### config.mk
export PLATFORM = sky130hd
export DESIGN_NAME = rng_word_packer
export DESIGN_NICKNAME = d
export VERILOG_FILES = /design/src/rtl/rng_word_packer.sv
export SDC_FILE = /design/constraint.sdc
export NUM_CORES = 1
export LEC_CHECK = 0
export ABC_CLOCK_PERIOD_IN_PS = 12460
export CAP_MARGIN = 15
export CORE_MARGIN = 2
export CORE_UTILIZATION = 25
export DETAILED_ROUTE_END_ITERATION = 6
export SETUP_SLACK_MARGIN = 0.2
export SYNTH_ARGS = -nofsm -noshare
export SYNTH_HDL_FRONTEND = slang
export SYNTH_SLANG_ARGS = --single-unit
### constraint.sdc
create_clock -name CLK -period 12.46 [get_ports CLK]
set_input_delay 1.246 -clock CLK [delete_from_list [all_inputs] [get_ports CLK]]
set_output_delay 1.246 -clock CLK [all_outputs]
set_load 0.02 [all_outputs]
### src/rtl/rng_word_packer.sv
// Requests bytes from the TRNG sample unit, packs NBYTE of them little-endian into words and
// buffers the words in a DEPTH-entry first-word-fall-through FIFO. Optional feature: RNG_HEALTH_EN.
module rng_word_packer #(
  parameter int NBYTE     = 4,
  parameter int DEPTH     = 8,
  parameter int REP_LIMIT = 8
) (
  input  logic                   CLK,
  input  logic                   RST_X,
  input  logic                   ENABLE,
  input  logic                   FLUSH,
  output logic                   RNG_EN,
  input  logic [7:0]             RNG_DATA,
  input  logic                   RNG_VALID,
  output logic [31:0]            WORD_OUT,
  output logic                   WORD_VALID,
  input  logic                   WORD_READY,
  output logic [$clog2(DEPTH):0] LEVEL,
  output logic                   HEALTH_ERR,
  output logic [1:0]             dbg_state
);

  localparam int AW = $clog2(DEPTH);
  localparam int LW = AW + 1;

  localparam logic [1:0] S_IDLE = 2'd0;
  localparam logic [1:0] S_REQ  = 2'd1;
  localparam logic [1:0] S_WAIT = 2'd2;

  if (NBYTE < 1 || NBYTE > 4 || DEPTH < 2 || (DEPTH & (DEPTH - 1)) != 0 || REP_LIMIT < 1)
  begin : g_bad_params
    $error("rng_word_packer: illegal parameter set");
  end

  logic [1:0]    state;
  logic [1:0]    state_next;
  logic [1:0]    idx;
  logic [31:0]   partial;
  logic [31:0]   lane;
  logic [31:0]   assembled;
  logic          capture;
  logic          last_byte_of_word;
  logic          push;
  logic          pop;
  logic [AW-1:0] wr_ptr;
  logic [AW-1:0] rd_ptr;
  logic [31:0]   mem [DEPTH];

  assign dbg_state = state;

  always_comb begin
    state_next = state;
    case (state)
      S_IDLE: if (ENABLE && LEVEL < LW'(DEPTH) && !HEALTH_ERR && !FLUSH) state_next = S_REQ;
      S_REQ:  state_next = S_WAIT;
      S_WAIT: if (RNG_VALID) state_next = S_IDLE;
      default: state_next = S_IDLE;
    endcase
  end

  // RNG_EN comes straight from a flop so the TRNG unit never sees a combinational path.
  always_ff @(posedge CLK or negedge RST_X) begin
    if (!RST_X) begin
      state  <= S_IDLE;
      RNG_EN <= 1'b0;
    end else begin
      state  <= state_next;
      RNG_EN <= (state_next == S_REQ);
    end
  end

  // A byte arriving in the same cycle as FLUSH is dropped; the FSM still leaves WAIT.
  assign capture           = (state == S_WAIT) && RNG_VALID && !FLUSH;
  assign last_byte_of_word = (idx == 2'(NBYTE - 1));
  assign lane              = 32'(RNG_DATA) << {idx, 3'b000};
  assign assembled         = partial | lane;

  always_ff @(posedge CLK or negedge RST_X) begin
    if (!RST_X) begin
      idx     <= '0;
      partial <= '0;
    end else if (FLUSH) begin
      idx     <= '0;
      partial <= '0;
    end else if (capture) begin
      if (last_byte_of_word) begin
        idx     <= '0;
        partial <= '0;
      end else begin
        idx     <= idx + 2'd1;
        partial <= assembled;
      end
    end
  end

  // Handshake: a word moves on every edge where WORD_VALID & WORD_READY are both high;
  // WORD_VALID and WORD_OUT never depend on WORD_READY and hold until the word is taken.
  assign WORD_VALID = (LEVEL != '0);
  assign WORD_OUT   = WORD_VALID ? mem[rd_ptr] : 32'h0;
  assign push       = capture && last_byte_of_word && (LEVEL < LW'(DEPTH) || pop);
  assign pop        = WORD_VALID && WORD_READY && !FLUSH;

  always_ff @(posedge CLK) begin
    if (push) mem[wr_ptr] <= assembled;
  end

  always_ff @(posedge CLK or negedge RST_X) begin
    if (!RST_X) begin
      wr_ptr <= '0;
      rd_ptr <= '0;
      LEVEL  <= '0;
    end else if (FLUSH) begin
      wr_ptr <= '0;
      rd_ptr <= '0;
      LEVEL  <= '0;
    end else begin
      if (push) wr_ptr <= wr_ptr + AW'(1);
      if (pop)  rd_ptr <= rd_ptr + AW'(1);
      case ({push, pop})
        2'b10:   LEVEL <= LEVEL + LW'(1);
        2'b01:   LEVEL <= LEVEL - LW'(1);
        default: LEVEL <= LEVEL;
      endcase
    end
  end

`ifdef RNG_HEALTH_EN
  localparam int RW = $clog2(REP_LIMIT + 1);

  logic [RW-1:0] rep_cnt;
  logic [RW-1:0] rep_next;
  logic [7:0]    last_byte;

  // Run length including the byte being captured; saturates at the trip level.
  always_comb begin
    rep_next = RW'(1);
    if (rep_cnt != '0 && RNG_DATA == last_byte)
      rep_next = (rep_cnt == RW'(REP_LIMIT)) ? rep_cnt : rep_cnt + RW'(1);
  end

  always_ff @(posedge CLK or negedge RST_X) begin
    if (!RST_X) begin
      rep_cnt    <= '0;
      last_byte  <= '0;
      HEALTH_ERR <= 1'b0;
    end else if (FLUSH) begin
      rep_cnt    <= '0;
      last_byte  <= '0;
      HEALTH_ERR <= 1'b0;
    end else if (capture) begin
      rep_cnt   <= rep_next;
      last_byte <= RNG_DATA;
      if (rep_next == RW'(REP_LIMIT)) HEALTH_ERR <= 1'b1;
    end
  end
`else
  assign HEALTH_ERR = 1'b0;
`endif

endmodule

Word-level counts from Yosys, hierarchy flattened --
Memories as Yosys holds them, arrays and structs flattened. Cells that the tools add are included.
Operators by class: shift-type cells 1, reduce and logical (&&, ||, !) cells 16, mux-type cells 18, $add $sub $neg 5, magnitude comparators 1, equal/unequal tests 6, bitwise operators 1
Operator list (count):
- $mux W32 | 4
- $or A32 B32 Y32 | 1
- $shl A8 B5 Y32 | 1
- $mux W3 | 4
- $mux W2 | 5
- $logic_and A1 B1 Y1 | 8
- $pmux W4 S2 | 1
- $add A3 B1 Y3 const B | 2
- $eq A2 B1 Y1 const B | 3
- $eq A2 B2 Y1 const B | 3
- $pmux W2 S3 | 1
- $reduce_bool A2 Y1 | 3
- $add A4 B1 Y4 const B | 1
- $lt A4 B4 Y1 const B | 1
- $mux W4 | 1
- $reduce_bool A4 Y1 | 1
- $sub A4 B1 Y4 const B | 1
- $reduce_bool A3 Y1 | 1
- $add A2 B1 Y2 const B | 1
- $logic_not A2 Y1 | 1
- $mux W1 | 2
- $logic_not A1 Y1 | 1
- $logic_or A1 B1 Y1 | 1
Word-level totals: word-level logic and storage cells 56, bits of input ports 14, register bits after elaboration 47, memories kept 1, memory bits (writable) 256, output and inout bits 41
Memory list:
- mem | words 8, width 32, read ports 1, clocked after Yosys merged registers in 0, wr ports 1, line 47 | logic [31:0] mem [DEPTH];

Longest topological paths before layout --
Gate-level depths: netlist (run 1).
depth after elaboration 8, depth in mapped cells 9, depth with buffers taken out 8

Worst setup path before layout (run 1) --
Ideal clock, no wire load.
kind input to register, start input port FLUSH, end memory mem[1][0] (enable), arrival 4.277 ns, required time 11.999 ns, cell stages on the path 4, buffers on the path 0, setup time 0.461 ns, path slack 7.722 ns, cell sequence nand2b_2 > a2111oi_4 > nand2_2 > nor3_1
On the way: cells in the longest elaborated chain, start to end 6, elaborated cells between the ends (all ways) 8, those cells by class 2 x mux; 6 x reduce/logical
Ends and longest elaborated chain:
- start, declared | line 11 | input logic FLUSH,
- $logic_not A1 Y1 (*) | line 73, 101
- $logic_and A1 B1 Y1, on equally long branches | line 73, 101
- $logic_and A1 B1 Y1 / $logic_or A1 B1 Y1 (equally long branches) | line 100 | assign push = capture && last_byte_of_word && (LEVEL < LW'(DEPTH) || pop);
- $logic_and A1 B1 Y1 (*) | line 100
- $mux W1 (*) | line 104 | if (push) mem[wr_ptr] <= assembled;
- $mux W1 (not written as such) (*) | line 104
- end, declared | line 47
Every way passes the cells marked *; elsewhere a longest branch is shown, timed or not.

Worst setup path in the final report (run 1) --
start register rd_ptr[0], end output port WORD_OUT[3]
On the way: cells in the longest elaborated chain, start to end 2
Ends and longest elaborated chain:
- start, declared | line 46 | logic [AW-1:0] rd_ptr;
- start signal, assigned | line 118 | if (pop) rd_ptr <= rd_ptr + AW'(1);
- $mem_v2 Z8 W32
- $mux W32 | line 99 | assign WORD_OUT = WORD_VALID ? mem[rd_ptr] : 32'h0;
- end, declared | line 15 | output logic [31:0] WORD_OUT,
Every way passes these cells.

==> out/metrics.csv, run 1 <==
metric,value,unit
outcome,completed,
place.gp.congestion,0.6971,
leakage,0.004578,µW
post_cts_resized,0,
areaGrowthSynthToFinish,18.15,%
worst_hold_slack,0.5241,ns
postCtsHoldBufs,0,
vias,5881,
fp.dieArea,50440,µm²
multi_input_area,3182,µm²
cp_slowest_cell,dfrtp_4,
p_sw,420.8,µW
syn_area_per_cell,18.57,µm²
crit_chain,buf_4 > mux4_2 > mux2i_1 > nor2_1 > clkdlybuf4s50_1,
worst-path-buf-inv,2,
synth_top_area_cell,edfxtp_1,
clk_latency,0.56,ns
ys_seq_area_share,72.86,%
hold_viol_final,0,
cts_setup_buffers,0,
cp.arrival,3.59,ns
clock_skew,0.02955,ns
place_hpwl,14310,µm
regArea,8870,µm²
async_flop_share,15.51,%
timing.fmax,0.2066,GHz
synth-seq-cells,303,
cap_violations,0,
antenna_found_initial,0,
fillers,4637,
cts-htree-levels,1,
clkPwrFrac,41.6,%
grt_pass1_wl,37360,µm
required,11.21,ns
wire_per_inst,18.07,µm
grt_pass1_vias,6252,
synth_area_leaders,"edfxtp_1, mux4_2, dfrtp_1",
start_kind,register,
worstSetupPathType,register to primary output,
grt_max_degree,64,
cts_tree,built,
die_h,224.6,µm
finalCritPeriodShare,38.85,%
coreArea,47850,µm²
cp_top_family,buffers and inverters,
tightestPinTransition,1.162,ns
dr.pass1.iters,4,
io_pins,55,
hold_class,register to register,
crit_fanout,35,
stdcell_area,14370,µm²
p_comb_share,4.4,%
seqPwrFrac,54.0,%
finalWorstSetupSlack,7.620,ns
synthFlopType,edfxtp_1,
netlist_area,12170,µm²
rsz0062_at_grt,no,
synth_nets,674,
io_buffers,53,
synth_top_area_share,63.19,%
num_rows,80,
drive_gt1_share,18.58,%
cpPeakStageDelay,0.86,ns
grt.total_usage,9.674,%
cts-buffers-inserted,30,
start_util,25.43,%
wl,24340,µm
n_antenna_cell,0,
nNetsFinal,732,
cts_buffer_depth,3,
maxSlewViolCount,0,
overflow,0,
die_w,224.6,µm
clkSinkCount,303,
cp-end-kind,primary output,
sw_frac_of_total,20.51,%
detail-route-antenna-nets,0,
period_needed,4.840,ns
viasPerCell,4.366,
cts_root_buf,clkbuf_16,
p_per_area,142.8,nW/µm²
internal_power,1631,µW
netlist-cell-type-count,51,
power.total,2052,µW
drtIter0Drc,377,
setup_violations,0,
place_ws,7.795,ns
synth-edff-count,256,
drt_drc_violations_left,0,
irDropWorstVdd,0.09683,mV
placed_area,13420,µm²
setup_tns,0,ns
cts.reportedPaths.clkPinSlew,0.06,ns
netlist_instances,655,
relSlewSlack,22.35,%
yosysWarnings,0,
==> cell usage in the layout (no fill, tap or decap), types with 2 or more instances in the layout <==
| cell | netlist | layout |
|---|---|---|
| dfrtp_2 | 0 | 2 |
| edfxtp_1 | 256 | 256 |
| nand2b_2 | 2 | 2 |
| nor2b_1 | 4 | 4 |
| inv_1 | 2 | 2 |
| nor2_1 | 45 | 39 |
| a21boi_1 | 6 | 6 |
| a21o_1 | 32 | 32 |
| nand3_1 | 5 | 5 |
| nand3b_1 | 2 | 2 |
| clkdlybuf4s50_1 | 0 | 52 |
| clkbuf_1 | 14 | 7 |
| mux2i_1 | 34 | 34 |
| mux4_2 | 64 | 64 |
| dfrtp_1 | 47 | 44 |
| clkbuf_16 | 0 | 30 |
| xor2_1 | 3 | 3 |
| a21oi_1 | 8 | 8 |
| clkinv_1 | 0 | 3 |
| o21ai_0 | 2 | 2 |
| clkinv_2 | 0 | 4 |
| buf_4 | 2 | 8 |
| ha_1 | 5 | 5 |
| nor4bb_1 | 2 | 2 |
| clkbuf_8 | 0 | 2 |
| nor2_4 | 0 | 6 |
| nand2b_1 | 5 | 5 |
| nand2_1 | 38 | 38 |
| nand4_1 | 3 | 3 |
| bufinv_16 | 0 | 2 |
| nor3_1 | 3 | 2 |
| a21boi_0 | 27 | 27 |
==> sequential cells by signal (all words and copies together), names as in the netlist <==
name,flops
partial,32
mem,256
RNG_EN,1
dbg_state,2
idx,2
LEVEL,4
rd_ptr,3
wr_ptr,3
==> final timing paths <==
| kind | startpoint | end | slack [ns] | cells after the start |
|---|---|---|---|---|
| max in group asynchronous | RST_X | rd_ptr[0] | 11.19 | 2 |
| setup / recovery | rd_ptr[0] | WORD_OUT[3] | 7.62 | 5 |
| hold reg to reg | partial[4] | partial[4] | 0.52 | 2 |
| setup reg to reg | dbg_state[0] | mem[2][4] | 9.56 | 4 |
| hold / removal | partial[4] | partial[4] | 0.52 | 2 |
| min in group asynchronous | RST_X | RNG_EN | 0.80 | 2 |
==> cell type report <==
| type | count | area share [%] |
|---|---|---|
| multi-input cells | 313 | 22.14 |
| inverters | 3 | 0.07834 |
| clock inverters | 12 | 0.8618 |
| repair buffers | 62 | 4.265 |
| flip-flops and latches | 303 | 61.71 |
| well taps | 615 | 5.353 |
| clock buffers | 39 | 5.597 |
==> Yosys cell counts, types with 2 or more instances <==
master,number
a21boi_0,27
a21boi_1,6
a21o_1,32
a21oi_1,8
buf_1,7
buf_2,12
buf_4,2
clkbuf_1,14
dfrtp_1,47
edfxtp_1,256
ha_1,5
inv_1,2
mux2i_1,34
mux4_2,64
nand2_1,38
nand2b_1,5
nand2b_2,2
nand3_1,5
nand3b_1,2
nand4_1,3
nor2_1,45
nor2b_1,4
nor3_1,3
nor4bb_1,2
o21ai_0,2
xor2_1,3
==> kinds of logic after synthesis <==
| group | count (synthesis) | share of synthesized area, % |
|---|---|---|
| other cells | 1 | 0.03083 |
| fa+ha+maj | 5 | 0.5142 |
| flops | 303 | 72.86 |
| mux | 99 | 14.74 |
| simple gates | 121 | 4.824 |
| xor+xnor | 4 | 0.2880 |
| compound gates | 83 | 5.297 |
| buf+inv | 39 | 1.450 |
==> through the flow <==
stage | instances | utilization [%]
floorplan | 655 | -
global placement | 1295 | 28.04
detailed placement | 1295 | 28.04
CTS | 1346 | 29.98
global route | 1347 | 30.04
finish | 1347 | 30.04
==> worst reg2reg max path, stage by stage, from the launching register on <==
cell and delay, ns:
dfrtp_1 0.44, nand3b_1 0.28, a2111oi_4 0.56, nand2b_2 0.26
nor2_4 0.94
==> power by group through the flow <==
stage | logic (µW) | registers (µW) | clock network, µW
after floorplan | 54.5 | 1130 | 0
after global placement | 91.6 | 1130 | 0
after detailed placement | 92.6 | 1130 | 0
after CTS | 93.2 | 1110 | 874
after global routing | 99.3 | 1110 | 913
final | 90.9 | 1110 | 853
==> layer usage <==
layer	GRT usage (%)	share of wire, %
met1	12.92	45
met4	1.688	0.84
met2	16.68	49
met5	0	0
met3	1.711	4.7
No activity file was read; power rests on OpenSTA's default activity.
==> inputs of run 2 (changes only) <==
--- a/config.mk
+++ b/config.mk
@@ -5,7 +5,7 @@
 export SDC_FILE = /design/constraint.sdc
 export NUM_CORES = 1
 export LEC_CHECK = 0
-export ABC_CLOCK_PERIOD_IN_PS = 12460
+export ABC_CLOCK_PERIOD_IN_PS = 4100
 export CAP_MARGIN = 15
 export CORE_MARGIN = 2
 export CORE_UTILIZATION = 25
==> constraint.sdc (replaced) <==
create_clock -name CLK -period 4.1 [get_ports CLK]
set_input_delay 0.41 -clock CLK [delete_from_list [all_inputs] [get_ports CLK]]
set_output_delay 0.41 -clock CLK [all_outputs]
set_load 0.02 [all_outputs]
==> out/metrics.csv, run 2 (synthesized netlist as in run 1, its figures left out) <==
metric,value,unit,change
outcome,completed,,
crit_chain,buf_4 > mux4_2 > mux2i_1 > nor2_1 > clkdlybuf4s50_1,,
regToRegSetupSlack,1.33,ns,-8.23 ns
antenna_found_initial,0,,unchanged
detail-route-antenna-nets,0,,unchanged
setup_tns,0,ns,unchanged
timing.rr.end,LEVEL[3],,
top_register,mem,,
coreArea,47850,µm²,unchanged
io_pins,55,,unchanged
finalCritPeriodShare,86.22,%,
place.gp.congestion,0.7244,,+3.9%
most-common-layout-cells,"edfxtp_1, mux4_2, clkdlybuf4s50_1",,
overflow,0,,unchanged
r2r_start,LEVEL[1],,
largest_register_ff_count,256,,unchanged
areaGrowthSynthToFinish,19.26,%,
final_util,30.32,%,+0.28 points
cts.reportedPaths.clkPinSlew,0.06,ns,about the same
hold_viol_final,0,,unchanged
grt_max_degree,65,,+1.6%
fillers,4653,,+0.35%
wl,25310,µm,+4.0%
start_util,25.43,%,unchanged
vias,5966,,+1.4%
cp_slowest_cell,dfrtp_4,,
io_buffers,53,,unchanged
setup_violations,0,,unchanged
cts_root_buf,clkbuf_16,,
maxSlewViolCount,0,,unchanged
irDropWorstVdd,0.2807,mV,+190%
cp.arrival,3.13,ns,-0.46 ns
endpoint,WORD_OUT[0],,
topRoutingLayerUsed,met4,,
worstSetupPathType,register to primary output,,
hold_class,input port to register,,
cp-end-kind,primary output,,
grt_pass1_vias,6399,,+2.4%
period_needed,3.535,ns,
cts_buffer_depth,3,,unchanged
timing.fmax,0.2829,GHz,
cpPeakStageDelay,0.73,ns,-0.13 ns
rr_worst_depth,8,,+4
drt_drc_violations_left,0,,unchanged
place_hpwl,15270,µm,+6.7%
drt-met1-wl,11410,µm,+4.1%
met2_wirelength,12680,µm,+5.5%
fp.dieArea,50440,µm²,unchanged
cts-htree-levels,1,,unchanged
fin_cells,1361,,+1.0%
multi_input_area,3188,µm²,+0.20%
wire_per_inst,18.60,µm,+2.9%
cts-buffers-inserted,30,,unchanged
n_antenna_cell,0,,unchanged
clock_skew,0.02364,ns,-0.005909 ns
clkSinkCount,303,,unchanged
finalWorstSetupSlack,0.5648,ns,-7.055 ns
crit_fanout,23,,-34%
final_common_cell,edfxtp_1,,
p_per_area,432.9,nW/µm²,+200%
place_ws,0.9009,ns,-6.894 ns
regArea,8870,µm²,unchanged
start_kind,register,,
rsz0062_at_grt,no,,
tightestPinTransition,0.8938,ns,-0.2682 ns
drive_gt1_share,19.30,%,+0.72 points
num_rows,80,,unchanged
die_h,224.6,µm,unchanged
startpoint,rd_ptr[0],,
die_w,224.6,µm,unchanged
cap_violations,0,,unchanged
drtIter0Drc,434,,+15%
worst_hold_slack,0.4443,ns,-0.07981 ns
leakage,0.004639,µW,+1.3%
dr.pass1.iters,4,,unchanged
nNetsFinal,743,,+1.5%
required,3.69,ns,-7.52 ns
placedCellCount,1306,,+0.85%
grt.total_usage,10.20,%,+0.52 points
largest_registers,"mem x256, partial x32, LEVEL x4",,
clk_latency,0.56,ns,about the same
dr_wl_met3,930,µm,-19%
relSlewSlack,40.20,%,+18 points
cts_tree,built,,
viasPerCell,4.384,,+0.40%
grt_pass1_wl,39500,µm,+5.7%
## run 2: area by class of cell
cell class	instances	area share, %
clock inverter	12	0.9400
tap	615	5.304
sequential	303	61.13
multi-input combinational	313	21.97
inverter	3	0.07761
clock buffer	42	5.554
timing repair buffer	73	5.019
## run 2: through the flow
stage | power (µW) | cell area (µm²)
floorplan | 3591 | 12170
CTS | 6342 | 14510
detailed placement | 3725 | 13560
global placement | 3720 | 13560
global route | 6485 | 14510
finish | 6281 | 14510
## run 2: power breakdown
group	internal, µW	switching (µW)	total [µW]
combinational	115	170	285
clock	1500	1130	2630
sequential	3350	17.6	3370
total	4960	1320	6280
## run 2: worst min path at each step
stage                              to        start  cells after the start  slack, ns
after floorplan              LEVEL[0]        RST_X                      0       0.11
after global placement     partial[7]   partial[7]                      2       0.51
after detailed placement  partial[17]  partial[17]                      2       0.52
after CTS                      RNG_EN       ENABLE                      2       0.42
after global routing           RNG_EN       ENABLE                      2       0.44
final                          RNG_EN       ENABLE                      2       0.44
## run 2: metal layers
metal,vias up,GRT usage [%]
met3,28,1.646
met4,0,2.051
met1,3119,13.59
met5,-,0
li1,2729,-
met2,90,17.62
## run 2: timing repair
| item | CTS | global route |
|---|---|---|
| endpoints found under the hold margin | 47 | 0 |
| setup endpoints to repair | 0 | 0 |
| resized for setup | 0 | 0 |
| buffers inserted | 0 | 0 |
| hold buffers | 1 | 0 |
## run 2: critical path, delay by kind of cell, from the launching register on
kind	cells	cell delay, ns
muxes	2	0.77
DFF	1	0.73
and+or+nand+nor	1	0.08
buffers and inverters	2	0.97
==> inputs of run 3 (changes only) <==
--- a/config.mk
+++ b/config.mk
@@ -10,7 +10,8 @@
 export CORE_MARGIN = 2
 export CORE_UTILIZATION = 25
 export DETAILED_ROUTE_END_ITERATION = 6
-export SETUP_SLACK_MARGIN = 0.2
+export GPL_TIMING_DRIVEN = 0
+export SETUP_SLACK_MARGIN = 0.5
 export SYNTH_ARGS = -nofsm -noshare
 export SYNTH_HDL_FRONTEND = slang
 export SYNTH_SLANG_ARGS = --single-unit
==> out/metrics.csv, run 3 (synthesized netlist as in run 1, its figures left out) <==
metric,value,unit,change
wl,27440,µm,+8.4%
cp.arrival,3.09,ns,-0.04 ns
coreArea,47850,µm²,unchanged
outcome,completed,,
antenna_found_initial,0,,unchanged
worstSetupPathType,register to primary output,,
timing.fmax,0.2858,GHz,+1.0%
drive_gt1_share,21.26,%,+2.0 points
power.total,6400,µW,+1.9%
start_util,25.43,%,unchanged
cts_tree,built,,
die_w,224.6,µm,unchanged
leakage,0.004788,µW,+3.2%
io_pins,55,,unchanged
vias,6297,,+5.5%
crit_chain,buf_4 > buf_2 > mux4_2 > mux2i_1 > nor2_1 > clkdlybuf4s50_1,,
place_hpwl,17730,µm,+16%
placed_area,13740,µm²,+1.3%
setup_tns,0,ns,unchanged
irDropWorstVdd,0.2853,mV,+1.6%
cp-end-kind,primary output,,
stdcell_area,14800,µm²,+2.0%
dr.pass1.iters,4,,unchanged
grt_pass1_vias,6614,,+3.4%
drtIter0Drc,414,,-4.6%
clk_latency,0.57,ns,about the same
cap_violations,0,,unchanged
cts-buffers-inserted,30,,unchanged
grt_pass1_wl,41690,µm,+5.6%
die_h,224.6,µm,unchanged
place.gp.congestion,0.7268,,+0.33%
finalWorstSetupSlack,0.6014,ns,+0.03655 ns
finalCritPeriodShare,85.33,%,-0.89 points
period_needed,3.499,ns,-0.03655 ns
hold_viol_final,0,,unchanged
place_ws,0.8675,ns,-0.03341 ns
cts.reportedPaths.clkPinSlew,0.06,ns,about the same
grt.total_usage,11.02,%,+0.83 points
n_antenna_cell,0,,unchanged
wire_per_inst,19.73,µm,+6.1%
most-common-layout-cells,"edfxtp_1, mux4_2, clkdlybuf4s50_1",,
top_register,mem,,
clkSinkCount,303,,unchanged
cts_buffer_depth,3,,unchanged
grt_max_degree,34,,-48%
largest_registers,"mem x256, partial x32, LEVEL x4",,
crit_fanout,10,,-57%
cts_root_buf,clkbuf_16,,
start_kind,register,,
cp_slowest_cell,mux4_2,,
rsz0062_at_grt,yes,,
overflow,0,,unchanged
clock_skew,0.02235,ns,-0.001289 ns
nNetsFinal,771,,+3.8%
fp.dieArea,50440,µm²,unchanged
drt_drc_violations_left,0,,unchanged
largest_register_ff_count,256,,unchanged
p_per_area,432.6,nW/µm²,about the same
hold_class,input port to asynchronous set/reset pin,,
cts-htree-levels,1,,unchanged
areaGrowthSynthToFinish,21.62,%,
cpPeakStageDelay,0.59,ns,-0.14 ns
cts_setup_buffers,0,,unchanged
relSlewSlack,48.87,%,+8.7 points
tightestPinTransition,0.7669,ns,-0.1269 ns
num_rows,80,,unchanged
required,3.69,ns,about the same
detail-route-antenna-nets,0,,unchanged
setup_violations,0,,unchanged
worst_hold_slack,0.3027,ns,-0.1415 ns
maxSlewViolCount,0,,unchanged
final_common_cell,edfxtp_1,,
viasPerCell,4.527,,+3.3%
io_buffers,53,,unchanged
==> run 3: cell types whose count changed in the layout (fill, tap and decap cells not counted), moves of 3 or more <==
cell	previous run	this run
clkdlybuf4s15_2	0	4
buf_12	4	7
clkinv_1	4	1
buf_4	15	2
clkbuf_2	0	4
buf_8	0	3
dfrtp_1	44	47
clkbuf_1	11	20
buf_2	1	13
clkbuf_8	1	4
==> run 3: cell type report <==
type	count	area (µm²)
flip-flops and latches	303	8864
clock inverters	12	142.6
fillers	4606	33050
repair buffers	65	748.2
well taps	615	769.5
multi-input cells	313	3188
clock buffers	44	864.6
plain buffers	36	207.7
inverters	3	11.26
==> run 3: routing by layer <==
layer | vias up | share of wire (%) | global-route usage (%)
li1 | 2793 | - | -
met1 | 3328 | 44 | 14.46
met2 | 133 | 50 | 18.95
met3 | 43 | 3.9 | 1.568
met5 | - | 0 | 0
met4 | 0 | 2.3 | 3.333
==> run 3: final timing paths <==
path	startpoint	cells after the start	slack (ns)	to
max	rd_ptr[0]	6	0.60	WORD_OUT[1]
min	RST_X	2	0.30	partial[24]
max reg2reg	dbg_state[0]	5	1.41	mem[4][26]
min reg2reg	partial[7]	2	0.52	partial[7]
max in group asynchronous	RST_X	3	3.26	partial[9]
min in group CLK	ENABLE	2	0.45	RNG_EN
==> run 3: per-stage QoR <==
step	instances	util, %
floorplan	655	-
global placement	1323	28.15
detailed placement	1334	28.71
CTS	1391	30.91
global route	1391	30.92
finish	1391	30.92
==> run 3: worst max-delay path, delay by kind of cell (launching register included) <==
family	cells	cell delay [ns]
AND/OR/NAND/NOR	1	0.07
multiplexers	2	0.85
buffers and inverters	3	1.22
flip-flops	1	0.38
==> run 3: what timing repair did <==
action	CTS	global route
pin swaps	0	0
hold endpoints to repair	14	0
endpoints found under the setup margin	19	10
resized for setup	13	3
hold buffers	1	0
==> run 3: power by group <==
part           internal (µW)  switching, µW  total (µW)  leakage (µW)
logic                    119            184         303       0.00141
clock network           1600           1140        2740      0.000487
registers               3350           10.5        3360       0.00289
total                   5060           1340        6400       0.00479
